<file path="src/rtl/in_module_control.sv">
// in_module_control: stalls the CPU on an IN instruction until the user presses enter, then delivers the switch value.
// Latency: the press is seen 2 sync + DEBOUNCE_CYCLES cycles after the raw edge; binary/data_valid update one cycle later.
// Backpressure: stall holds the CPU while waiting; inputControl must drop between requests (DONE blocks re-capture).
//
// Ports:
//   clk          system clock, rising-edge
//   rst          asynchronous active-high reset
//   inputControl CPU request, high while an IN instruction is in execute
//   switches     raw board switches (asynchronous)
//   enter_btn    raw active-high pushbutton (bouncing, asynchronous)
//   binary       extended captured switch value, held until the next capture
//   data_valid   one-cycle pulse when binary is updated
//   stall        freezes the CPU PC/pipeline while high
//   in_wait      "awaiting input" indicator
module in_module_control #(
  parameter int SW_WIDTH        = 16,
  parameter int SIGN_EXT        = 1,
  parameter int DEBOUNCE_CYCLES = 50000
) (
  input  logic                clk,
  input  logic                rst,
  input  logic                inputControl,
  input  logic [SW_WIDTH-1:0] switches,
  input  logic                enter_btn,
  output logic [31:0]         binary,
  output logic                data_valid,
  output logic                stall,
  output logic                in_wait
);

  localparam int CNT_W = (DEBOUNCE_CYCLES > 2) ? $clog2(DEBOUNCE_CYCLES) : 1;
  localparam logic [CNT_W-1:0] CNT_LAST = CNT_W'(DEBOUNCE_CYCLES - 1);

  typedef enum logic [1:0] {
    ST_IDLE,
    ST_WAIT_RELEASE,
    ST_WAIT_PRESS,
    ST_DONE
  } state_t;

  // ---------------------------------------------------------------------------
  // Two-stage synchronizers for the asynchronous board inputs.
  // The switches are expected to be static while the button is pressed, so a
  // per-bit synchronizer is sufficient (no bus-coherency handshake needed).
  // ---------------------------------------------------------------------------
  logic                r_btn_s1;
  logic                r_btn_s2;
  logic [SW_WIDTH-1:0] r_sw_s1;
  logic [SW_WIDTH-1:0] r_sw_s2;

  always_ff @(posedge clk or posedge rst) begin
    if (rst) begin
      r_btn_s1 <= 1'b0;
      r_btn_s2 <= 1'b0;
      r_sw_s1  <= '0;
      r_sw_s2  <= '0;
    end else begin
      r_btn_s1 <= enter_btn;
      r_btn_s2 <= r_btn_s1;
      r_sw_s1  <= switches;
      r_sw_s2  <= r_sw_s1;
    end
  end

  // ---------------------------------------------------------------------------
  // Debounce: the accepted level only flips after the synchronized button has
  // disagreed with it for DEBOUNCE_CYCLES consecutive cycles. Any agreement
  // in between restarts the count, so bounces shorter than that are dropped.
  // r_press_evt is registered alongside the flip, so it is high exactly in the
  // first cycle the debounced level reads 1.
  // ---------------------------------------------------------------------------
  logic             r_btn_db;
  logic [CNT_W-1:0] r_db_cnt;
  logic             r_press_evt;
  logic             w_db_flip;

  assign w_db_flip = (r_btn_s2 != r_btn_db) && (r_db_cnt == CNT_LAST);

  always_ff @(posedge clk or posedge rst) begin
    if (rst) begin
      r_btn_db    <= 1'b0;
      r_db_cnt    <= '0;
      r_press_evt <= 1'b0;
    end else begin
      r_press_evt <= w_db_flip && !r_btn_db;
      if (r_btn_s2 == r_btn_db) begin
        r_db_cnt <= '0;
      end else if (w_db_flip) begin
        r_btn_db <= r_btn_s2;
        r_db_cnt <= '0;
      end else begin
        r_db_cnt <= r_db_cnt + CNT_W'(1);
      end
    end
  end

  // ---------------------------------------------------------------------------
  // Width extension of the synchronized switches to a 32-bit word.
  // ---------------------------------------------------------------------------
  logic [31:0] w_sw_ext;

  generate
    if (SW_WIDTH >= 32) begin : g_no_ext
      assign w_sw_ext = r_sw_s2[31:0];
    end else begin : g_ext
      logic w_fill;
      assign w_fill   = (SIGN_EXT != 0) ? r_sw_s2[SW_WIDTH-1] : 1'b0;
      assign w_sw_ext = {{(32 - SW_WIDTH){w_fill}}, r_sw_s2};
    end
  endgenerate

  // ---------------------------------------------------------------------------
  // Request FSM
  // ---------------------------------------------------------------------------
  state_t r_state;
  state_t w_state_nxt;
  logic   w_capture;

  always_ff @(posedge clk or posedge rst) begin
    if (rst) begin
      r_state <= ST_IDLE;
    end else begin
      r_state <= w_state_nxt;
    end
  end

  always_comb begin
    w_state_nxt = r_state;
    w_capture   = 1'b0;
    stall       = 1'b0;
    in_wait     = 1'b0;

    case (r_state)
      ST_IDLE: begin
        // Stall in the very cycle the request appears so the CPU never
        // advances past the IN instruction.
        if (inputControl) begin
          stall       = 1'b1;
          w_state_nxt = ST_WAIT_RELEASE;
        end
      end

      ST_WAIT_RELEASE: begin
        // A button already held when the request arrived must be released
        // first; only a fresh press is accepted.
        stall   = 1'b1;
        in_wait = 1'b1;
        if (!inputControl) begin
          w_state_nxt = ST_IDLE;
        end else if (!r_btn_db) begin
          w_state_nxt = ST_WAIT_PRESS;
        end
      end

      ST_WAIT_PRESS: begin
        stall   = 1'b1;
        in_wait = 1'b1;
        // A dropped request wins over a simultaneous press: abort silently.
        if (!inputControl) begin
          w_state_nxt = ST_IDLE;
        end else if (r_press_evt) begin
          w_capture   = 1'b1;
          w_state_nxt = ST_DONE;
        end
      end

      ST_DONE: begin
        // Park here until the CPU leaves the IN instruction so the same
        // instruction is never captured twice.
        if (!inputControl) begin
          w_state_nxt = ST_IDLE;
        end
      end

      default: begin
        w_state_nxt = ST_IDLE;
      end
    endcase

    // The IDLE-cycle stall is combinational from inputControl; keep it low
    // while reset is held so all outputs sit at their reset values.
    if (rst) begin
      stall = 1'b0;
    end
  end

  // ---------------------------------------------------------------------------
  // Captured value and its valid pulse
  // ---------------------------------------------------------------------------
  logic [31:0] r_binary;
  logic        r_data_valid;

  always_ff @(posedge clk or posedge rst) begin
    if (rst) begin
      r_binary     <= 32'h0;
      r_data_valid <= 1'b0;
    end else begin
      r_data_valid <= w_capture;
      if (w_capture) begin
        r_binary <= w_sw_ext;
      end
    end
  end

  assign binary     = r_binary;
  assign data_valid = r_data_valid;

endmodule

</file>
<file path="config.mk">
export PLATFORM = sky130hd
export DESIGN_NAME = in_module_control
export DESIGN_NICKNAME = d
export VERILOG_FILES = /design/src/rtl/in_module_control.sv
export SDC_FILE = /design/constraint.sdc
export NUM_CORES = 1
export LEC_CHECK = 0
export BUFFER_PORTS_ARGS = -buffer_cell sky130_fd_sc_hd__buf_4
export CORE_UTILIZATION = 45
export CTS_BUF_LIST = sky130_fd_sc_hd__clkbuf_4 sky130_fd_sc_hd__clkbuf_8
export CTS_CLUSTER_SIZE = 28
export DETAILED_ROUTE_END_ITERATION = 10
export HOLD_SLACK_MARGIN = 0.05
export PLACE_DENSITY_LB_ADDON = 0.12
export SLEW_MARGIN = 20
export SYNTH_ARGS = -nofsm -noshare
export SYNTH_HDL_FRONTEND = slang
export SYNTH_SLANG_ARGS = --single-unit
</file>
<file path="constraint.sdc">
create_clock -name clk -period 4.1 [get_ports clk]
set_input_delay 0.41 -clock clk [delete_from_list [all_inputs] [get_ports clk]]
set_output_delay 0.41 -clock clk [all_outputs]
set_load 0.01 [all_outputs]
</file>
==> metrics <==
first-pass GRT wire length=7010 um; origin of the critical flop-to-flop path=r_state[0]; Hold Startpoint=switches[13]; CP arrival=2210 ps; Post-Synthesis Cell Area=2680 um2; DRC Markers=0; post-route cell area=3250 um2; post-route insts no fill=321; slowest stage delay, CP=600 ps; P_sw=342 uW; DRT iter0 DRCs=45; Post-DP HPWL=2780 um; Setup WS post-layout=2110 ps; Layout Skew=6.73 ps; syn nets=223; Max Slew Vio Count=0; WL final=4060 um; leading area contributor after synthesis=dfrtp_1; R2R depth=4; most repeated cell in the gate-level netlist after synthesis=dfrtp_1; Ys Warns=0; EDFF count, synth=0; Pwr per Cell Area=433 nW/um2; Die Y=79.2 um; top cell type's share of synthesized area=66.3%; sequential fraction of the synthesis area=66.3%; Crit path required time=4320 ps; Antenna Nets Post-Route=0; syn avg cell area=13.7 um2; router iterations before antenna repair=5; leakage=0.00159 uW; synthesis-to-finish area growth=21.4%; Avg WL per Cell=12.6 um; Final Hold Vio Count=0; layout cells sized above 1=37.8%; crit path launch=r_state[0]; Top delay family on crit path=simple AND/OR/NAND/NOR gates; ranking of synthesized cells by area=dfrtp_1 66%, mux2_2 6.7%, buf_4 4.5%, xnor2_1 3.9%, ha_1 3.3%; Startpoint Class=flop; post_cts resized=0; library cells used by synthesis=26; antenna violations before repair=0; final setup TNS=0 ps; critical path's slowest cell=nand3_1; Relative slew margins=41.0%; ys async rst share=100%; FP Rows=27; CTS Buf Count=9; Worst Path Buf+Inv=1; Reg clk slew, reported paths=80 ps; Max Cap Viol=0; critical path depth=4; final setup violation count=0; worst-path cell chain=inv_1, ha_1, nand3_1, mux2_2; RSZ-0062 raised after global routing=false; Tot GR Track Use=15.3%; CP endpoint kind=flop; Synth Register Bits=71; via density per instance=4.87; most instantiated cells after synthesis=71 x dfrtp_1, 22 x nor2_1, 16 x buf_4, 16 x mux2_2, 12 x xnor2_1; IO Count=55; hold buffers post-CTS=0; Worst Tran Pin Value=884 ps; core area=5610 um2; Via Count=1562; vias in the first global route=1514; H-tree Lvls=3; largest net degree at the start of global routing=54; full die area=6270 um2; Setup Crit Path Kind=flop to flop; Int Power=1070 uW; Clock power frac=38.3%; total gr overflow=0; Die W=79.2 um; Clock Sinks=71; final period utilization=48.5%; worst vdd ir=0.350 mV; setup repair bufs after CTS=0; # placed instances=305; sw frac=24.3%; ant diodes=0; Hold Crit Class=input pin to flop; RePlAce Congestion=0.722; sequential group share of total power=52.8%; max frequency=0.503 GHz; # nets final=271; Root Buffer=clkbuf_8; outcome=complete, no violations; CTS tree=yes; I/O Buffers=54; Area after DPL=3060 um2; Setup WS pre-CTS=2060 ps; worst-path fanout max=17; Clock Latency Late Sink=340 ps; Final min period=1990 ps; clock tree buffer depth=2; Tot Pwr=1410 uW; predominant post-synthesis flop cell=dfrtp_1; Post-Syn Instances=196; combinational share of power=9.0%; initial core utilization=47.8%; worst hold stages=1
area by class of cell:
cell class,count,area [um2]
clock buffers,9,124
flip-flops and latches,71,1780
inverters,8,31.3
multi-input cells,99,746
fillers,471,2350
clock inverters,7,73.8
repair buffers,55,413
well taps,72,90.1
path summary, 6_finish.rpt:
| path | endpoint | slack [ps] |
|---|---|---|
| worst max-delay path | binary[1] | 2110 |
| worst min-delay path | r_sw_s1[13] | 170 |
| worst max register to register | binary[1] | 2110 |
| worst min register to register | r_sw_s2[2] | 340 |
| max in group asynchronous | r_sw_s2[12] | 3110 |
| min in group asynchronous | r_state[0] | 230 |
state kept, by name (all words and copies together) (netlist names):
name,flops
r_btn_s1,1
binary,16
r_press_evt,1
data_valid,1
r_db_cnt,16
r_sw_s2,16
r_state,2
r_sw_s1,16
r_btn_s2,1
r_btn_db,1
worst register-to-register path, delay by kind of cell (launching register included):
kind	cells	cell delay [ps]
multiplexers	1	520
buffers and inverters	1	120
AND/OR/NAND/NOR	1	600
adder cells (fa/ha/maj)	1	200
flip-flops	1	430
placed cells by master (no fill, tap or decap), types with 4 or more instances in the layout:
cell        instances
dfrtp_1            71
buf_4              55
nor2_1             22
mux2_2             16
xnor2_1            12
clkbuf_8            9
inv_1               7
nand2_1             7
ha_1                7
nand3_1             6
nor3_1              5
nand4_1             4
nor4_1              4
clkinvlp_4          4
power by group through the flow:
| stage | clock (uW) | combinational [uW] | sequential (uW) |
|---|---|---|---|
| 2_1_floorplan | 0 | 81.4 | 753 |
| 3_3_place_gp | 0 | 126 | 757 |
| 3_5_place_dp | 0 | 127 | 758 |
| 4_1_cts | 559 | 129 | 744 |
| 5_1_grt | 582 | 143 | 748 |
| 6_report | 539 | 126 | 743 |
per-layer routing:
layer  track usage [%]  vias to the layer above  wire length, um
li1                  -                      733                -
met1              20.1                      762             1850
met2              22.3                       58             1840
met3              5.40                        9              272
met4              7.82                        0               89
met5                 0                        -                0
per-stage QoR:
stage	utilization [%]	hold slack, ps
3_3_place_gp	54.5	333
6_report	58.0	167
2_1_floorplan	-	331
4_1_cts	58.0	146
3_5_place_dp	54.5	335
5_1_grt	58.0	144
kinds of logic (layout without fill, tap and decap cells):
logic type | Yosys count | in the layout | synth area share, %
flip-flops | 71 | 71 | 66.3
AND/OR/NAND/NOR | 53 | 53 | 9.80
buffers and inverters | 26 | 79 | 5.93
multiplexers | 18 | 18 | 7.65
XOR/XNOR | 15 | 15 | 4.90
adder cells (fa/ha/maj) | 7 | 7 | 3.27
AO/OA/AOI/OAI | 6 | 6 | 2.19
Power figures use the tool's default switching activity.
